===== config.mk =====
export PLATFORM = sky130hd
export DESIGN_NAME = fetch_buffered
export DESIGN_NICKNAME = d
export VERILOG_FILES = /design/src/rtl/fetch_pkg.sv /design/src/rtl/fetch_fifo.sv /design/src/rtl/fetch_buffered.sv
export SDC_FILE = /design/constraint.sdc
export NUM_CORES = 1
export LEC_CHECK = 0
export CAP_MARGIN = 20
export CORE_AREA = 2 2 313 160
export CTS_CLUSTER_DIAMETER = 150
export DETAILED_ROUTE_END_ITERATION = 6
export DIE_AREA = 0 0 315 162
export HOLD_SLACK_MARGIN = 0.02
export PLACE_DENSITY = 0.59
export SYNTH_ARGS = -nofsm -noshare
export SYNTH_HDL_FRONTEND = slang
export SYNTH_SLANG_ARGS = --single-unit
export TNS_END_PERCENT = 30

===== constraint.sdc =====
create_clock -name clk -period 5.2 [get_ports clk]
set_clock_uncertainty 0.05 [all_clocks]
set_input_delay 1.04 -clock clk [delete_from_list [all_inputs] [get_ports clk]]
set_output_delay 1.04 -clock clk [all_outputs]
set_load 0.01 [all_outputs]

===== src/rtl/fetch_pkg.sv =====
// Shared types and constants for the buffered fetch stage.
package fetch_pkg;

  localparam int unsigned FETCH_XLEN = 32;
  localparam int unsigned PC_STEP    = 4;

  // One fetched instruction together with the PC it was fetched from.
  typedef struct packed {
    logic [FETCH_XLEN-1:0] pc;
    logic [FETCH_XLEN-1:0] instr;
  } fetch_entry_t;

endpackage


===== src/rtl/fetch_fifo.sv =====
// Synchronous FIFO with flush; used for the fetch queue and the request-PC tag FIFO.
module fetch_fifo #(
  parameter type         T     = logic [31:0],
  parameter int unsigned DEPTH = 4
) (
  input  logic                       clk,
  input  logic                       reset,
  input  logic                       push,
  input  T                           din,
  input  logic                       pop,
  output T                           dout,
  input  logic                       flush,
  output logic                       full,
  output logic                       empty,
  output logic [$clog2(DEPTH+1)-1:0] count
);

  localparam int unsigned AW = (DEPTH > 1) ? $clog2(DEPTH) : 1;
  localparam int unsigned CW = $clog2(DEPTH + 1);

  T              mem_q [DEPTH];
  logic [AW-1:0] wr_ptr_q, wr_ptr_d;
  logic [AW-1:0] rd_ptr_q, rd_ptr_d;
  logic [CW-1:0] count_q, count_d;
  logic          do_push, do_pop;

  // Pointer increment that also works for non-power-of-2 depths.
  function automatic logic [AW-1:0] ptr_inc(input logic [AW-1:0] p);
    return (p == AW'(DEPTH - 1)) ? '0 : p + AW'(1);
  endfunction

  // Status flags and head-of-queue data (zero while empty).
  always_comb begin
    full    = (count_q == CW'(DEPTH));
    empty   = (count_q == '0);
    count   = count_q;
    do_push = push && !full;
    do_pop  = pop && !empty;
    dout    = empty ? '0 : mem_q[rd_ptr_q];
  end

  // Next-state for pointers and occupancy; flush wins over push/pop.
  always_comb begin
    wr_ptr_d = wr_ptr_q;
    rd_ptr_d = rd_ptr_q;
    count_d  = count_q;
    if (flush) begin
      wr_ptr_d = '0;
      rd_ptr_d = '0;
      count_d  = '0;
    end else begin
      if (do_push) wr_ptr_d = ptr_inc(wr_ptr_q);
      if (do_pop)  rd_ptr_d = ptr_inc(rd_ptr_q);
      count_d = count_q + CW'(do_push) - CW'(do_pop);
    end
  end

  // Pointer and count registers.
  always_ff @(posedge clk) begin
    if (reset) begin
      wr_ptr_q <= '0;
      rd_ptr_q <= '0;
      count_q  <= '0;
    end else begin
      wr_ptr_q <= wr_ptr_d;
      rd_ptr_q <= rd_ptr_d;
      count_q  <= count_d;
    end
  end

  // Storage array; data needs no reset because dout is masked while empty.
  always_ff @(posedge clk) begin
    if (do_push && !flush) mem_q[wr_ptr_q] <= din;
  end

  // Upstream credit logic guarantees no overflow or underflow.
  a_no_overflow:  assert property (@(posedge clk) disable iff (reset) !(push && full && !flush));
  a_no_underflow: assert property (@(posedge clk) disable iff (reset) !(pop && empty && !flush));

endmodule


===== src/rtl/fetch_buffered.sv =====
// Decoupled IF stage: credit-based icache requests, in-order response buffering, redirect squash.
module fetch_buffered
  import fetch_pkg::*;
#(
  parameter int unsigned     XLEN      = FETCH_XLEN,
  parameter int unsigned     DEPTH     = 4,
  parameter int unsigned     MAX_OUTST = 2,
  parameter logic [XLEN-1:0] RESET_PC  = '0
) (
  input  logic            clk,
  input  logic            reset,
  input  logic            redirect_valid,
  input  logic [XLEN-1:0] redirect_pc,
  output logic            icache_req_valid,
  input  logic            icache_req_ready,
  output logic [XLEN-1:0] icache_req_addr,
  input  logic            icache_resp_valid,
  input  logic [XLEN-1:0] icache_resp_data,
  output logic            decode_valid,
  input  logic            decode_ready,
  output logic [XLEN-1:0] decode_instr,
  output logic [XLEN-1:0] decode_pc
);

  localparam int unsigned OW = $clog2(MAX_OUTST + 1);
  localparam int unsigned CW = $clog2(DEPTH + 1);
  localparam int unsigned SW = CW + 1;

  logic [XLEN-1:0] pc_q, pc_d;
  logic [OW-1:0]   outst_q, outst_d;
  logic [OW-1:0]   drop_q, drop_d;

  logic            req_fire, resp_keep, dec_pop;
  fetch_entry_t    q_din, q_dout;
  logic            q_full, q_empty;
  logic [CW-1:0]   q_count;
  logic [XLEN-1:0] tag_dout;
  logic            tag_full, tag_empty;
  logic [OW-1:0]   tag_count;

  // Request credit: every accepted request must own a queue slot.
  always_comb begin
    icache_req_valid = !reset && !redirect_valid && (outst_q < OW'(MAX_OUTST)) &&
                       ((SW'(q_count) + SW'(outst_q)) < SW'(DEPTH));
    icache_req_addr  = pc_q;
    req_fire         = icache_req_valid && icache_req_ready;
    resp_keep        = icache_resp_valid && !redirect_valid && (drop_q == '0);
    dec_pop          = decode_valid && decode_ready && !redirect_valid;
    q_din            = '{pc: tag_dout, instr: icache_resp_data};
    decode_valid     = !q_empty;
    decode_pc        = q_dout.pc;
    decode_instr     = q_dout.instr;
  end

  // Next PC and outstanding/drop counters; a redirect converts all outstanding into drops.
  always_comb begin
    pc_d    = pc_q;
    outst_d = outst_q;
    drop_d  = drop_q;
    if (redirect_valid) begin
      pc_d    = {redirect_pc[XLEN-1:2], 2'b00};
      outst_d = outst_q - OW'(icache_resp_valid);
      drop_d  = outst_q - OW'(icache_resp_valid);
    end else begin
      if (req_fire) pc_d = pc_q + XLEN'(PC_STEP);
      outst_d = outst_q + OW'(req_fire) - OW'(icache_resp_valid);
      if (icache_resp_valid && (drop_q != '0)) drop_d = drop_q - OW'(1);
    end
  end

  // PC and counter registers.
  always_ff @(posedge clk) begin
    if (reset) begin
      pc_q    <= RESET_PC;
      outst_q <= '0;
      drop_q  <= '0;
    end else begin
      pc_q    <= pc_d;
      outst_q <= outst_d;
      drop_q  <= drop_d;
    end
  end

  // Fetch queue feeding decode.
  fetch_fifo #(.T(fetch_entry_t), .DEPTH(DEPTH)) u_queue (
    .clk   (clk),
    .reset (reset),
    .push  (resp_keep),
    .din   (q_din),
    .pop   (dec_pop),
    .dout  (q_dout),
    .flush (redirect_valid),
    .full  (q_full),
    .empty (q_empty),
    .count (q_count)
  );

  // In-order PCs of live (not squashed) requests, paired with responses.
  fetch_fifo #(.T(logic [XLEN-1:0]), .DEPTH(MAX_OUTST)) u_tags (
    .clk   (clk),
    .reset (reset),
    .push  (req_fire),
    .din   (pc_q),
    .pop   (resp_keep),
    .dout  (tag_dout),
    .flush (redirect_valid),
    .full  (tag_full),
    .empty (tag_empty),
    .count (tag_count)
  );

  // Live tags plus pending drops always account for every outstanding request.
  a_tag_balance: assert property (@(posedge clk) disable iff (reset)
                   (SW'(tag_count) + SW'(drop_q)) == SW'(outst_q));
  a_tag_room:    assert property (@(posedge clk) disable iff (reset) !(req_fire && tag_full));
  a_tag_avail:   assert property (@(posedge clk) disable iff (reset) !(resp_keep && tag_empty));
  a_queue_room:  assert property (@(posedge clk) disable iff (reset) !(resp_keep && q_full));

endmodule


# [Word level (Yosys, flattened, before mapping)]
# Memory sizes are Yosys's and may differ from the RTL's. A register that Yosys moved wholly into a read port is not among the register bits.
# Cells that the tools add are included.
[op_classes] order_cmp=2 n_addsub=14 n_reduce_logical=28 n_mux=19 n_eq_ne=4
[ops] op="32-bit two-way mux" count=3
[ops] op="64-bit two-way mux" count=1
[ops] op="32-bit by 3-bit adder with 32-bit output, second input constant" count=1
[ops] op="1-bit logical AND" count=15
[ops] op="2-bit two-way mux" count=7
[ops] op="1-bit two-way mux" count=8
[ops] op="2-bit == test, second input constant" count=3
[ops] op="1-bit logical NOT" count=6
[ops] op="2-bit nonzero test" count=3
[ops] op="2-bit by 1-bit subtractor with 2-bit output" count=3
[ops] op="2-bit by 1-bit adder with 2-bit output" count=2
[ops] op="2-bit by 1-bit adder with 2-bit output, second input constant" count=2
[ops] op="3-bit by 2-bit adder with 4-bit output" count=1
[ops] op="2-bit logical NOT" count=2
[ops] op="4-bit by 3-bit less-than comparator with 1-bit output, second input constant" count=1
[ops] op="3-bit by 1-bit adder with 3-bit output" count=1
[ops] op="3-bit == test, second input constant" count=1
[ops] op="3-bit logical NOT" count=1
[ops] op="3-bit by 1-bit subtractor with 3-bit output" count=1
[ops] op="1-bit adder, second input constant" count=2
[ops] op="2-bit less-than comparator, second input constant" count=1
[ops] op="2-bit OR reduction" count=1
[ops] op="2-bit by 1-bit subtractor with 2-bit output, second input constant" count=1
[word_totals] ram_bits=320 memories=2 regBits=47 in_bits=70 wordCells=79
[memory_table] memory="u_queue.mem_q" depth=4 width=64 rd=1 rd_ports_with_merged_regs=1 wr=1 line="fetch_fifo.sv:21" source="T mem_q [DEPTH];"
[memory_table] memory="u_tags.mem_q" depth=2 width=32 rd=1 rd_ports_with_merged_regs=1 wr=1 line="fetch_fifo.sv:21"

# [Depth between registers and ports, before layout]
[depth] depth_word=9 mapped_depth=12

# [Cells and area by module]
# From an unflattened synthesis, not the netlist that was laid out.
[hier_totals] cells_unflattened=887 hier_area_um2=15035.7
[modules_own_cells] module="fetch_fifo (u_queue)" area_each_um2=10288.6 seq_area_each_um2=7867.5 cells_each=457 instances=1
[modules_own_cells] module="fetch_fifo (u_tags)" area_each_um2=2656.3 seq_area_each_um2=2021.9 cells_each=161 instances=1
[modules_own_cells] module="fetch_buffered" area_each_um2=2090.8 seq_area_each_um2=680.7 cells_each=269 instances=1

# [Least setup slack after synthesis]
# OpenSTA, ideal clock, no wires.
[synth_path] kind="in2reg" start="input port reset" end="memory u_tags.mem_q[0][10] (netlist bit) (enable)" n_path_buf=2 t_required_ps=4733 setup_ps=417 path_slack_ps=1214 arrival_time_ps=3519 stages=7 path_cell_list="clkbuf_1 -> or2_2 -> clkbuf_1 -> nor3_4 -> inv_2 -> a21o_1 -> nor2_1"
[synth_via] elab_chain_len=9
[synth_lines] element="start, declared" line="fetch_buffered.sv:11" source="input logic reset,"
[synth_lines] element="1-bit logical NOT" line="fetch_buffered.sv:43" source="icache_req_valid = !reset && !redirect_valid && (outst_q < OW'(MAX_OUTST)) &&"
[synth_lines] element="1-bit logical AND (3 in series)" line="fetch_buffered.sv:43"
[synth_lines] element="1-bit logical AND" line="fetch_buffered.sv:46" source="req_fire = icache_req_valid && icache_req_ready;"
[synth_lines] element="1-bit logical AND" line="fetch_fifo.sv:37" source="do_push = push && !full;"
[synth_lines] element="1-bit logical AND" line="fetch_fifo.sv:73" source="if (do_push && !flush) mem_q[wr_ptr_q] <= din;"
[synth_lines] element="1-bit two-way mux" line="fetch_fifo.sv:73"
[synth_lines] element="1-bit two-way mux (not written as such)" line="fetch_fifo.sv:73"
[synth_lines] element="end, declared" line="fetch_fifo.sv:21"
# No other way between the ends.

# [Final worst setup path]
[layout_path] start="input port redirect_valid" end="output port icache_req_valid"
[layout_via] elab_chain_len=4
[layout_lines] element="start, declared" line="fetch_buffered.sv:12" source="input logic redirect_valid,"
[layout_lines] element="1-bit logical NOT" line="fetch_buffered.sv:43"
[layout_lines] element="1-bit logical AND (3 in series)" line="fetch_buffered.sv:43"
[layout_lines] element="end, declared" line="fetch_buffered.sv:14" source="output logic icache_req_valid,"
# No other way between the ends.

==> run summary <==
The logs give 0.298 for the initial cell density of the core and 0.52 ns for the insertion delay of the later-clocked pin in the worst-skew pair. Register bit count reported by yosys: 356. The run finished with clean final reports.

The number of hold violations in the final report was 0; the max-capacitance violation count was 0. The number of clock buffers added by TritonCTS is 37. The synthesized-area fraction occupied by xor and xnor cells works out to 0.0183.

Of all nets on the critical path, the largest fanout is 24. For this design the static power due to leakage is 5.62 nW. The number of antenna violations at the first check in global routing is 1.

Required time at the endpoint of the critical path: 4.11 ns. The critical path in this run is classified as in -> out. In this run, synthesis inferred 308 flip-flops with an integrated enable. The average wire per standard cell came out at 19.0 um.

The run gives 57 as the total number of placement rows. The top routing layer in use is met4. The maximum number of pins on one net before global-route repair was 63; the delay of the slowest cell on the worst path was 0.58 ns. The post-CTS setup buffer count was 0; the setup slack at placement was 1.10 ns.

The number of placed instances, taps included, is 1639. In this run the critical register-to-register path is launched from outst_q[1]. The final layout contains routed wiring with a total length of 32.4 mm. The floorplan step defined a core boundary enclosing 0.0481 mm2. Setup violations remaining at the end of the flow were counted as 0.

At the end of the flow, the number of nets in the layout was 1114. The number of cells on the worst reg-to-reg path came out at 11. Data arrives at the worst endpoint at 2.97 ns. The tools report the endpoint of the lowest-slack register-to-register path as outst_q[1]. The share of synthesized cell area in full adder, half adder and majority cells is 0.0136. The global-route usage over all layers came out at 0.126. The final standard cell utilization of the core is 0.373. STA classifies the critical path startpoint as an input pin. With fillers left out, the area of the finished cells amounts to 0.0179 mm2. The run gives 0.0143 mm2 as the combined area of all synthesized cells.

The H-tree was split into 2 levels. The worst hold path belongs to the class reg -> reg. The run gives 0 as the number of buffers added to fix hold violations after cts. IR analysis of the VDD net gives a maximum drop of 0.188 mV. After detailed routing, the wire length on met1 is 12.9 mm. Yosys printed 0 warnings. For this block, the initial DRC count from the detailed router was 422. The share of flip-flops with an asynchronous set or reset after synthesis was 0; the remaining antenna violation count was 0. The startpoint identified for the worst hold timing path is u_queue.rd_ptr_q[1]. Setup repair after global routing left no endpoint under its margin. The post-route minimum period works out to 4.06 ns.

Port buffering added 161 buffers. Maximum clock path buffer count: 3. For this run, the top clock speed supported by timing is 246 MHz. Headroom to the max-slew limit: 0.436. Across all register-to-register paths, the minimum setup slack is 2.33 ns.

The synthesized-area fraction occupied by and/or/nand/nor cells is 0.0918. Clock transition time at the flip-flop clock pins of the worst setup and hold paths: 0.06 ns. The number of buffer and inverter stages on the critical path is 3. The part of the Yosys area used for sequential elements came out at 0.713. At the end of routability-driven placement, the weighted congestion stood at 0.849.

The share of cell area taken by muxes after synthesis was 0.121. The capturing element type of the critical path is a primary output. The least setup slack across all paths after layout is 1.14 ns, and the detailed placer's ending HPWL is 20.1 mm. The count of cells in the finished layout, fillers not included, comes to 1706. From synthesis to final layout, the design area changed by 25.2%. The tools report the number of primary I/O pins as 168. For the placed cell area, the log shows 0.0168 mm2.

By instance count, the cell type seen most on the critical path is sky130_fd_sc_hd__clkdlybuf4s50_1. The number of different library cells used by synthesis comes to 46. The met3 wire length is 995 um. The wire length of the first global-routing pass came out at 49.2 mm. The fraction of the cycle the final worst path needs is 0.781.

The die is 162 um tall. The number of global-route vias before repair is 8472. The fraction of layout instances using a drive strength above 1 was 0.134; the compound-cell area share of the yosys netlist was 0.0244.

The total iterations of the first detailed-routing run was 5. After detailed routing, the number of vias per cell comes to 4.64. The post-synthesis area per instance is 16.7 um2. Leaving out fill and tap cells, the most frequent cells in the layout are sky130_fd_sc_hd__edfxtp_1, sky130_fd_sc_hd__clkdlybuf4s50_1, sky130_fd_sc_hd__and2_1.

The cell count after synthesis is 858. The cell chosen for the clock root was sky130_fd_sc_hd__clkbuf_16. The signal on the critical path passes through clkdlybuf4s50_1 -> buf_4 -> or2_2 -> nor3_1 -> clkdlybuf4s50_1. The logs give 0 for the DRC violation count after routing and 4480 for the count of fill cells added during filler insertion.

The number of instances resized during post-cts repair was 0. The die outline area was 0.0510 mm2. The critical path's top delay family was buffers and inverters. TritonCTS built the clock tree. The routed layout has 7922 vias. The routed wire length on met2 is 17.2 mm. For this design, the sink count on the clock tree is 356. Dividing total power by cell area gives a power density of 345 mW/mm2. The most used flip-flop cell after synthesis was sky130_fd_sc_hd__edfxtp_1.

The x dimension of the die works out to 315 um. The worst hold path stage count was 2. Among all stages on the critical path, the largest delay is contributed by sky130_fd_sc_hd__clkdlybuf4s50_1. The worst hold slack came out at 0.452 ns. The top-area cell type share of the netlist area came out at 0.646. The number of max-slew violations in the final report came out at 0. Overall power consumption after layout is estimated at 6.18 mW. The main combinational cell family by area after synthesis is multiplexers. Summed over all layers, the global routing overflow is 0. The synthesized design spends more area on one cell type than any other, namely sky130_fd_sc_hd__edfxtp_1. The commonest non-fill, non-tap cell in the layout was sky130_fd_sc_hd__edfxtp_1. In the post-synthesis netlist, the biggest area contributors are sky130_fd_sc_hd__edfxtp_1, sky130_fd_sc_hd__mux4_2, sky130_fd_sc_hd__dfxtp_1. For the final routed database, the setup TNS stands at 0 ns. For the pin with the worst max-slew slack, the measured transition is 0.838 ns.
[cell usage after synthesis (2+ instances only)]
library cell               number
sky130_fd_sc_hd__a21oi_1       11
sky130_fd_sc_hd__and2_1        74
sky130_fd_sc_hd__a211oi_1      13
sky130_fd_sc_hd__and4_1         6
sky130_fd_sc_hd__o21ai_0        7
sky130_fd_sc_hd__xor2_1         5
sky130_fd_sc_hd__nor3_1         7
sky130_fd_sc_hd__nor2_1        69
sky130_fd_sc_hd__xnor2_1       25
sky130_fd_sc_hd__o21a_1         2
sky130_fd_sc_hd__buf_2          5
sky130_fd_sc_hd__mux2i_1       34
sky130_fd_sc_hd__a31oi_1        7
sky130_fd_sc_hd__or3_1          6
sky130_fd_sc_hd__buf_1          5
sky130_fd_sc_hd__dfxtp_1       48
sky130_fd_sc_hd__nand2_1       30
sky130_fd_sc_hd__and3_1         5
sky130_fd_sc_hd__a311oi_1       5
sky130_fd_sc_hd__clkbuf_1      31
sky130_fd_sc_hd__nand3_1       17
sky130_fd_sc_hd__mux4_2        62
sky130_fd_sc_hd__inv_1         15
sky130_fd_sc_hd__inv_2          2
sky130_fd_sc_hd__nand4_1       12
sky130_fd_sc_hd__edfxtp_1     308
sky130_fd_sc_hd__ha_1          14
sky130_fd_sc_hd__o22ai_1        3
sky130_fd_sc_hd__nor4_1         9
sky130_fd_sc_hd__buf_4          4
sky130_fd_sc_hd__o211ai_1       2
[layout make-up]
type	instances	area, um2	share of cell area
antenna	1	2.50	0.000140
clock buffer	45	956	0.0533
clock inverter	21	210	0.0117
inverter	17	63.8	0.00356
multi-input combinational	443	3890	0.217
sequential	356	10200	0.570
tap	649	812	0.0453
timing repair buffer	174	1780	0.0995
[worst reg2reg max path, stage by stage (launching register included)]
cell and delay, ns:
sky130_fd_sc_hd__dfxtp_1 0.38, sky130_fd_sc_hd__ha_1 0.27, sky130_fd_sc_hd__or4b_4 0.52, sky130_fd_sc_hd__nor3_4 0.30
sky130_fd_sc_hd__inv_2 0.19, sky130_fd_sc_hd__ha_1 0.31, sky130_fd_sc_hd__inv_1 0.04, sky130_fd_sc_hd__ha_1 0.17
sky130_fd_sc_hd__xnor2_1 0.12, sky130_fd_sc_hd__o21ai_0 0.20, sky130_fd_sc_hd__xnor2_1 0.14, sky130_fd_sc_hd__nor2_1 0.05
[worst max path at each step]
stage,to,depth (start not counted),startpoint,slack (ns)
5_1_grt,decode_pc[19],4,flip-flop,1.0
4_1_cts,decode_pc[18],4,flip-flop,1.08
2_1_floorplan,u_tags.mem_q[0][10],7,reset,1.21
3_3_place_gp,icache_req_valid,5,redirect_valid,1.11
6_report,icache_req_valid,5,redirect_valid,1.14
3_5_place_dp,icache_req_valid,5,redirect_valid,1.10
[layer usage]
metal,up-vias,track usage
li1,3648,-
met1,4030,0.145
met2,167,0.231
met3,77,0.0198
met4,0,0.0587
met5,-,0
[flip-flops by register name (all words and copies together) (netlist names), named ones only]
name / flops
u_queue.mem_q: 248
u_tags.wr_ptr_q: 1
u_tags.rd_ptr_q: 1
u_queue.wr_ptr_q: 2
u_tags.count: 2
drop_q: 2
u_queue.rd_ptr_q: 2
icache_req_addr: 30
u_queue.count: 3
outst_q: 2
u_tags.mem_q: 60
[report_power, final]
part	internal (mW)	switching, mW
Clock	1.51	1.06
Sequential	3.16	0.0581
Combinational	0.202	0.187
[kinds of logic (layout without fill, tap and decap cells)]
group / Yosys count / count (layout)
simple gates: 245 / 245
xor+xnor: 30 / 30
mux: 96 / 96
buf+inv: 62 / 257
compound gates: 53 / 53
other cells: 1 / 5
fa+ha+maj: 15 / 15
flops: 356 / 356
Power figures use the tool's default switching activity.
